--- src/rtl/uart_gpio_fab_lock_rst_seq.sv ---
// Purpose: PLL lock supervisor; qualifies synchronised LOCK and releases fabric then peripheral resets.
// Latency: FAB_RESET_N rises 1+2+STABLE_CYCLES cycles after RESET falls with LOCK high, PERIPH_RESET_N RELEASE_GAP later.
// Backpressure: none; all outputs are registered status/reset levels. Define UART_GPIO_FAB_LOCK_LOSS_CNT_EN to build LOSS_CNT.
module uart_gpio_fab_lock_rst_seq #(
    parameter int STABLE_CYCLES = 16,
    parameter int RELEASE_GAP   = 8,
    parameter int LOSS_FILTER   = 4,
    parameter int LOCK_TIMEOUT  = 65535,
    parameter int LOSS_CNT_W    = 8
) (
    input  logic                  CLK,
    input  logic                  RESET,
    input  logic                  LOCK,
    output logic                  FAB_RESET_N,
    output logic                  PERIPH_RESET_N,
    output logic                  READY,
    output logic                  LOCK_TMO,
    output logic [LOSS_CNT_W-1:0] LOSS_CNT
);

    localparam int SW = $clog2(STABLE_CYCLES + 1);
    localparam int GW = $clog2(RELEASE_GAP + 1);
    localparam int FW = $clog2(LOSS_FILTER + 1);
    localparam int TW = $clog2(LOCK_TIMEOUT + 1);

    typedef enum logic [2:0] {
        ST_IDLE,
        ST_WAIT_LOCK,
        ST_STABLE,
        ST_RELEASE,
        ST_RUN
    } state_t;

    state_t          state, state_nxt;
    logic            lock_m, lock_s;
    logic [SW-1:0]   stable_cnt, stable_nxt;
    logic [GW-1:0]   gap_cnt, gap_nxt;
    logic [FW-1:0]   low_cnt, low_nxt;
    logic [TW-1:0]   tmo_cnt, tmo_nxt;
    logic            tmo_flag_nxt;
    logic            loss_evt;
    logic            loss_hit;

    // Two-flop synchroniser for the asynchronous PLL lock
    always_ff @(posedge CLK) begin
        if (RESET) begin
            lock_m <= 1'b0;
            lock_s <= 1'b0;
        end else begin
            lock_m <= LOCK;
            lock_s <= lock_m;
        end
    end

    // Loss is qualified once the low-run count reaches LOSS_FILTER this cycle
    assign loss_hit = !lock_s && (low_cnt == FW'(LOSS_FILTER - 1));

    // Next-state, counter updates and loss event decode
    always_comb begin
        state_nxt    = state;
        stable_nxt   = stable_cnt;
        gap_nxt      = gap_cnt;
        low_nxt      = low_cnt;
        tmo_nxt      = tmo_cnt;
        tmo_flag_nxt = LOCK_TMO;
        loss_evt     = 1'b0;
        case (state)
            ST_IDLE: begin
                state_nxt = ST_WAIT_LOCK;
                tmo_nxt   = '0;
            end
            ST_WAIT_LOCK: begin
                if (tmo_cnt != TW'(LOCK_TIMEOUT))
                    tmo_nxt = tmo_cnt + TW'(1);
                if (tmo_cnt == TW'(LOCK_TIMEOUT - 1))
                    tmo_flag_nxt = 1'b1;
                if (lock_s) begin
                    state_nxt  = ST_STABLE;
                    stable_nxt = '0;
                end
            end
            ST_STABLE: begin
                if (!lock_s) begin
                    // Dropout before release is just a requalify, not a counted loss
                    state_nxt = ST_WAIT_LOCK;
                    tmo_nxt   = '0;
                end else if (stable_cnt == SW'(STABLE_CYCLES - 1)) begin
                    state_nxt = ST_RELEASE;
                    gap_nxt   = '0;
                    low_nxt   = '0;
                end else begin
                    stable_nxt = stable_cnt + SW'(1);
                end
            end
            ST_RELEASE, ST_RUN: begin
                low_nxt = lock_s ? '0 : low_cnt + FW'(1);
                if (loss_hit) begin
                    // Loss takes priority over a gap completing in the same cycle
                    state_nxt = ST_WAIT_LOCK;
                    tmo_nxt   = '0;
                    low_nxt   = '0;
                    loss_evt  = 1'b1;
                end else if (state == ST_RELEASE) begin
                    if (gap_cnt == GW'(RELEASE_GAP - 1))
                        state_nxt = ST_RUN;
                    else
                        gap_nxt = gap_cnt + GW'(1);
                end
            end
            default: state_nxt = ST_IDLE;
        endcase
    end

    // State, counters and registered outputs
    always_ff @(posedge CLK) begin
        if (RESET) begin
            state          <= ST_IDLE;
            stable_cnt     <= '0;
            gap_cnt        <= '0;
            low_cnt        <= '0;
            tmo_cnt        <= '0;
            LOCK_TMO       <= 1'b0;
            FAB_RESET_N    <= 1'b0;
            PERIPH_RESET_N <= 1'b0;
            READY          <= 1'b0;
        end else begin
            state          <= state_nxt;
            stable_cnt     <= stable_nxt;
            gap_cnt        <= gap_nxt;
            low_cnt        <= low_nxt;
            tmo_cnt        <= tmo_nxt;
            LOCK_TMO       <= tmo_flag_nxt;
            FAB_RESET_N    <= (state_nxt == ST_RELEASE) || (state_nxt == ST_RUN);
            PERIPH_RESET_N <= (state_nxt == ST_RUN);
            READY          <= (state_nxt == ST_RUN);
        end
    end

`ifdef UART_GPIO_FAB_LOCK_LOSS_CNT_EN
    // Saturating count of qualified lock-loss events
    always_ff @(posedge CLK) begin
        if (RESET)
            LOSS_CNT <= '0;
        else if (loss_evt && (LOSS_CNT != {LOSS_CNT_W{1'b1}}))
            LOSS_CNT <= LOSS_CNT + LOSS_CNT_W'(1);
    end
`else
    logic loss_evt_unused;
    assign loss_evt_unused = loss_evt;
    assign LOSS_CNT        = '0;
`endif

endmodule
--- config.mk ---
export PLATFORM = sky130hd
export DESIGN_NAME = uart_gpio_fab_lock_rst_seq
export DESIGN_NICKNAME = d
export VERILOG_FILES = /design/src/rtl/uart_gpio_fab_lock_rst_seq.sv
export SDC_FILE = /design/constraint.sdc
export NUM_CORES = 1
export LEC_CHECK = 0
export CORE_ASPECT_RATIO = 1.75
export CORE_MARGIN = 2
export CORE_UTILIZATION = 45
export DETAILED_ROUTE_END_ITERATION = 8
export PLACE_DENSITY = 0.62
export SLEW_MARGIN = 20
export SYNTH_ARGS = -nofsm -noshare
export SYNTH_HDL_FRONTEND = slang
export SYNTH_SLANG_ARGS = --single-unit
export TNS_END_PERCENT = 50
--- constraint.sdc ---
create_clock -name CLK -period 5.95 [get_ports CLK]
set_input_delay 0.8925 -clock CLK [delete_from_list [all_inputs] [get_ports CLK]]
set_output_delay 0.8925 -clock CLK [all_outputs]
set_load 0.05 [all_outputs]
==> qor_table.md, run 1 <==
| Item | Reported |
|---|---|
| Power share of the combinational group | 6.5% |
| Overall routing resource usage | 18.3% |
| Fin Setup TNS | 0 ps |
| Global-route wire length before repair | 6760 um |
| CP dominant cell by count | sky130_fd_sc_hd__ha_1 |
| Worst min-delay path category | reg2reg |
| Total Wirelength | 3880 um |
| Count of pins over their slew limit | 0 |
| Post-DR wirelength/cell | 13.3 um |
| Largest fanout of any net on the critical path | 14 |
| Clock-pin slew on the worst setup and hold paths | 70 ps |
| Area share of the leading cell type in the synthesized netlist | 35.6% |
| Maxcap violations | 0 |
| Synth-to-layout area growth | 7.47% |
| Count of cells resized by post-cts repair | 0 |
| Synthesized netlist cell count | 237 |
| Area of the core | 4360 um2 |
| Leading post-synthesis cells by cell area | sky130_fd_sc_hd__dfxtp_1, sky130_fd_sc_hd__nor2_1, sky130_fd_sc_hd__xnor2_1 |
| CP required | 6130 ps |
| TritonCTS buffer count | 5 |
| Switching power as a share of total power | 23.9% |
| Antenna violations before repair | 0 |
| Power per Cell Area | 227 nW/um2 |
| Most common library cells after synthesis | sky130_fd_sc_hd__nor2_1, sky130_fd_sc_hd__dfxtp_1, sky130_fd_sc_hd__nand2_1 |
| Share of synthesized flip-flops with an asynchronous set or reset | 0% |
| Share of the cycle needed by the critical path after routing | 42.3% |
| Primary FF master, synth | sky130_fd_sc_hd__dfxtp_1 |
| Fraction of final layout cells sized beyond drive strength 1 | 9.58% |
| Post-synth EDFFs | 0 |
| Detailed-route via count | 1605 |
| Result of the run | finished clean |
| Fin util | 49.9% |
| Endpoint kind of the worst setup timing path | flip-flop |
| Critical path type | reg2reg |
| Netlist area before placement | 2030 um2 |
| Final layout net count | 249 |
| Worst path bufs/invs | 0 |
| Relative slew slack | 36.9% |
| CP Depth | 7 |
| Flops & latches, synth | 36 |
| Buffers on Ports | 6 |
| Drt pass-1 iters | 4 |
| Starting density of the core | 46.4% |
| Overall die height | 92.8 um |
| Leakage | 0.768 nW |
| Internal power of the cells | 0.377 mW |
| Total number of clock tree sinks | 36 |
| Achievable frequency | 397 MHz |
| Final Wtd Congestion | 0.797 |
| Final critical delay including setup and external delays | 2520 ps |
| Post-CTS setup buffers | 0 |
| Post-detail-place hpwl | 2880 um |
| Total of hold buffers inserted after clock tree synthesis | 0 |
| H-tree depth reported by CTS | 2 |
| I/O pin count | 15 |
| Net switching power | 0.119 mW |
| Seq pwr share | 50.5% |
| Setup Viol. Count Final | 0 |
| Clock tree from TritonCTS | built |
| Arrival time reported for the critical path endpoint | 2700 ps |
| Largest net degree at the start of global routing | 23 |
| Share of total power in the clock network | 43.0% |
| Average cell area after synthesis | 8.55 um2 |
| Initial detailed-routing violation count | 35 |
| Number of nets still failing antenna checks after routing | 0 |
| Distinct cells, synth | 54 |
| Vias in the first global route | 1569 |
| DR vias/cell | 5.52 |
| Die extent in x | 54.7 um |
| Worst setup SP type | flip-flop |
| CP max stage delay | 830 ps |
| Cell chosen for the clock root | sky130_fd_sc_hd__clkbuf_8 |
| Cell depth of the worst hold path | 1 |
| Largest area contributor in the synthesized netlist | sky130_fd_sc_hd__dfxtp_1 |
| Synth warn | 0 |
| Total Die Area | 5080 um2 |
| Worst IR drop on VDD | 0.170 mV |
| Ordered list of cells on the worst path | ha_1 > ha_1 > nand2b_1 > a211oi_2 > nor2_1 > nand4b_1 > mux2_2 |
| Cell type of the slowest stage on the worst timing path | sky130_fd_sc_hd__a211oi_2 |
| Register-to-Register Path Depth | 7 |
| Floorplan row count | 32 |
| Unrepaired setup endpoints after global routing | no |
| Share of the yosys chip area belonging to registers | 35.6% |
| Worst-case clock skew | 5.86 ps |
| Final Hold Fails | 0 |
| Post-route DRC violation count | 0 |
| Pin slew with the least headroom to its limit | 944 ps |
| Later-pin clock latency in the skew report | 290 ps |
| Cell class contributing the biggest share of worst-path delay | compound AO/OA/AOI/OAI gates |
| Top-count cell post-synth | sky130_fd_sc_hd__nor2_1 |
| Longest Clk Path Bufs | 2 |
| Sum of overflow across all layers after global routing | 0 |
| Antenna diode count | 0 |
## per-layer routing
layer	track usage, %	part of all wire [%]	vias up
met5	0	0	-
met4	9.38	2.1	0
met3	3.87	2.2	5
met2	33.6	58	14
met1	17.5	37	767
li1	-	-	819
## through the flow
stage | setup WS [ps] | instances | hold slack [ps] | cell area, um2 | power (mW)
3_3_place_gp | 3250 | 283 | 420 | 2070 | 0.288
2_1_floorplan | 3970 | 244 | 414 | 2050 | 0.286
5_1_grt | 3220 | 291 | 483 | 2180 | 0.515
3_5_place_dp | 3190 | 283 | 434 | 2070 | 0.288
6_report | 3430 | 291 | 449 | 2180 | 0.495
4_1_cts | 3400 | 291 | 452 | 2180 | 0.503
## area by class of cell
class	instances	area (um2)
Clock inverter	3	42.5
Multi-Input combinational cell	180	1180
Clock buffer	5	68.8
Tap cell	51	63.8
Timing Repair Buffer	7	67.6
Sequential cell	36	721
Inverter	9	33.8
Fill cell	439	2190
## registers in the layout, summed over array words and instances, names as in the netlist
signal / flops
tmo_cnt: 16
LOCK_TMO: 1
stable_cnt: 5
state: 3
low_cnt: 3
gap_cnt: 4
READY: 1
FAB_RESET_N: 1
lock_s: 1
lock_m: 1
## worst paths after layout
| path | to | slack [ps] | from |
|---|---|---|---|
| max | tmo_cnt[15] | 3430 | low_cnt[0] |
| min | lock_s | 450 | lock_m |
| max reg2reg | tmo_cnt[15] | 3430 | low_cnt[0] |
| min reg2reg | lock_s | 450 | lock_m |
## placed cells by master (no fill, tap or decap), drive strengths merged, types with 3 or more instances in the layout
cell	n
xnor2	11
a211oi	6
nor3	10
clkdlybuf4s50	6
and2	3
dfxtp	36
ha	7
nor2b	4
mux2i	4
and3	4
nor4b	3
a311oi	3
nand3	9
nor4	6
inv	9
nor2	40
clkbuf	5
a21oi	6
conb	8
nand2b	6
o21ai	4
mux2	3
nand2	14
## power groups by stage
| stage | clock network (mW) | registers [mW] | logic, mW |
|---|---|---|---|
| 2_1_floorplan | 0 | 0.252 | 0.0340 |
| 3_3_place_gp | 0 | 0.255 | 0.0322 |
| 3_5_place_dp | 0 | 0.256 | 0.0324 |
| 4_1_cts | 0.220 | 0.250 | 0.0325 |
| 5_1_grt | 0.229 | 0.251 | 0.0357 |
| 6_report | 0.213 | 0.250 | 0.0322 |
## cells by family (layout without fill, tap and decap cells)
group / after synthesis / after routing / share of synthesized area (%)
AND/OR/NAND/NOR: 110 / 110 / 29.3
multiplexers: 7 / 7 / 3.64
adder cells (fa/ha/maj): 7 / 7 / 4.32
AO/OA/AOI/OAI: 35 / 35 / 14.0
XOR/XNOR: 13 / 13 / 5.62
flip-flops: 36 / 36 / 35.6
buffers and inverters: 28 / 24 / 7.47
other: 1 / 8 / 0.185
Note: power is estimated with default switching activity, not from simulation.
==> run 2: changes to the inputs <==
==> constraint.sdc (replaced) <==
create_clock -name CLK -period 2.5 [get_ports CLK]
set_input_delay 0.375 -clock CLK [delete_from_list [all_inputs] [get_ports CLK]]
set_output_delay 0.375 -clock CLK [all_outputs]
set_load 0.05 [all_outputs]
==> qor_table.md, run 2 (synthesis gave the netlist of run 1 again) <==
| Item | Reported | Delta |
|---|---|---|
| Result of the run | finished clean |  |
| Total of hold buffers inserted after clock tree synthesis | 0 | unchanged |
| Worst-case clock skew | 5.75 ps | -0.109 ps |
| Register bank with the most flops | tmo_cnt |  |
| Worst hold-check slack | 441 ps | -7.98 ps |
| Largest net degree at the start of global routing | 19 | -17% |
| H-tree depth reported by CTS | 2 | unchanged |
| Power share of the combinational group | 7.6% | +1.1 points |
| Unrepaired setup endpoints after global routing | no |  |
| Buffers on Ports | 6 | unchanged |
| Cell chosen for the clock root | sky130_fd_sc_hd__clkbuf_8 |  |
| Final Wtd Congestion | 0.811 | +1.7% |
| Worst min-delay path category | reg2reg |  |
| CP required | 2640 ps | -3490 ps |
| Global-route wire length before repair | 6620 um | -2.1% |
| Arrival time reported for the critical path endpoint | 2290 ps | -410 ps |
| Later-pin clock latency in the skew report | 280 ps | about the same |
| Post-route DRC violation count | 0 | unchanged |
| Worst IR drop on VDD | 0.441 mV | +160% |
| Cell class contributing the biggest share of worst-path delay | compound AO/OA/AOI/OAI gates |  |
| Origin of the critical flop-to-flop path | low_cnt[0] |  |
| Longest Clk Path Bufs | 2 | unchanged |
| Net switching power | 0.264 mW | +120% |
| Cell type of the slowest stage on the worst timing path | sky130_fd_sc_hd__dfxtp_1 |  |
| Antenna violations before repair | 0 | unchanged |
| Overall die height | 92.8 um | unchanged |
| Achievable frequency | 465 MHz | +17% |
| Ordered list of cells on the worst path | ha_1 > ha_1 > nor4b_2 > a211oi_2 > buf_4 > a2111oi_2 > xnor2_1 > nor2_1 |  |
| Pin slew with the least headroom to its limit | 973 ps | +28.5 ps |
| CP dominant cell by count | sky130_fd_sc_hd__ha_1 |  |
| Most used cells in the layout excluding fill and tap cells | sky130_fd_sc_hd__nor2_1, sky130_fd_sc_hd__dfxtp_1, sky130_fd_sc_hd__nand2_1 |  |
| Switching power as a share of total power | 24.2% | +0.21 points |
| DR vias/cell | 5.54 | +0.52% |
| Clock-pin slew on the worst setup and hold paths | 70 ps | about the same |
| Vias in the first global route | 1539 | -1.9% |
| Sum of overflow across all layers after global routing | 0 | unchanged |
| Largest fanout of any net on the critical path | 8 | -6 |
| I/O pin count | 15 | unchanged |
| Top Layer Used | met4 |  |
| Routed met2 length | 2320 um | +2.0% |
| Detailed-route via count | 1641 | +2.2% |
| Worst setup SP type | flip-flop |  |
| Met3 Routed Length | 87 um | +1.2% |
| Launch point of the critical path | low_cnt[0] |  |
| Fin util | 50.3% | +0.37 points |
| TritonCTS buffer count | 5 | unchanged |
| Final Hold Fails | 0 | unchanged |
| Final critical delay including setup and external delays | 2150 ps | -368 ps |
| Total Wirelength | 4020 um | +3.5% |
| Flip-flop count of the largest register after layout | 16 | unchanged |
| CP max stage delay | 370 ps | -460 ps |
| Setup slack at placement | 331 ps | -2850 ps |
| Initial detailed-routing violation count | 48 | +37% |
| Worst-case setup margin in the final layout | 351 ps | -3080 ps |
| Floorplan row count | 32 | unchanged |
| Number of nets still failing antenna checks after routing | 0 | unchanged |
| Detailed-route wire length on metal 1 | 1510 um | +5.1% |
| Largest registers | tmo_cnt x16, stable_cnt x5, gap_cnt x4 |  |
| Seq pwr share | 54.2% | +3.7 points |
| Share of total power in the clock network | 38.2% | -4.8 points |
| Clock tree from TritonCTS | built |  |
| Relative slew slack | 35.0% | -1.9 points |
| Post-route total power | 1.09 mW | +120% |
| Worst path bufs/invs | 1 | +1 |
| Drt pass-1 iters | 4 | unchanged |
| Hold path start | lock_m |  |
| Overall routing resource usage | 17.7% | -0.59 points |
| Die extent in x | 54.7 um | unchanged |
| Share of the cycle needed by the critical path after routing | 85.9% | +44 points |
| Fin Setup TNS | 0 ps | unchanged |
| Fraction of final layout cells sized beyond drive strength 1 | 10.6% | +1.0 points |
| Critical path type | reg2reg |  |
| Final layout net count | 254 | +2.0% |
| Count of pins over their slew limit | 0 | unchanged |
| Total number of clock tree sinks | 36 | unchanged |
| Area of the core | 4360 um2 | unchanged |
| Count of cells resized by post-cts repair | 0 | unchanged |
| Layout fillers | 454 | +3.4% |
| Internal power of the cells | 0.830 mW | +120% |
| Antenna diode count | 0 | unchanged |
| Synth-to-layout area growth | 8.27% |  |
| Endpoint kind of the worst setup timing path | flip-flop |  |
| Maxcap violations | 0 | unchanged |
| Setup Viol. Count Final | 0 | unchanged |
| Post-detail-place hpwl | 2980 um | +3.5% |
| Leakage | 0.785 nW | +2.3% |
| Post-CTS setup buffers | 0 | unchanged |
| Most common library cell in the layout ignoring fill and taps | sky130_fd_sc_hd__nor2_1 |  |
| Post-DR wirelength/cell | 13.6 um | +1.7% |
| Power per Cell Area | 498 nW/um2 | +120% |
| Total Die Area | 5080 um2 | unchanged |
| Starting density of the core | 46.4% | unchanged |
-- run 2: power by group through the flow --
stage                     registers, mW  logic [mW]  clock network, mW
after CTS                         0.593      0.0837              0.439
final                             0.593      0.0831              0.418
after global placement            0.606      0.0826                  0
after global routing              0.595      0.0913              0.456
after detailed placement          0.607      0.0832                  0
after floorplan                   0.600      0.0810                  0
-- run 2: worst paths after layout --
check        depth (start not counted)  slack [ps]         end
min reg2reg                          1         440      lock_s
min                                  1         440      lock_s
max                                  8         350  tmo_cnt[4]
max reg2reg                          8         350  tmo_cnt[4]
-- run 2: layout make-up --
cell class	instances	area, um2	area share, %
clock buffer	8	90.1	4.10
tap	51	63.8	2.91
timing repair buffer	12	105	4.79
multi-input combinational	180	1180	53.8
inverter	9	33.8	1.54
sequential	36	721	32.8
-- run 2: layer usage --
metal	global-route usage (%)	vias up
met5	0	-
met4	8.75	0
met3	3.87	8
met2	31.7	26
met1	17.8	778
li1	-	829
-- run 2: through the flow --
step / area [um2] / std cells
6_report: 2190 / 296
3_3_place_gp: 2100 / 288
3_5_place_dp: 2100 / 288
2_1_floorplan: 2050 / 244
5_1_grt: 2190 / 296
4_1_cts: 2190 / 296
-- run 2: worst reg2reg max path: cells and delay by family, from the launching register on --
| kind | cells | cell delay (ps) |
|---|---|---|
| DFF | 1 | 370 |
| and+or+nand+nor | 2 | 340 |
| adders and majority gates | 2 | 450 |
| xor gates and xnor gates | 1 | 160 |
| AOI/OAI and AO/OA | 2 | 490 |
| buffers and inverters | 1 | 190 |
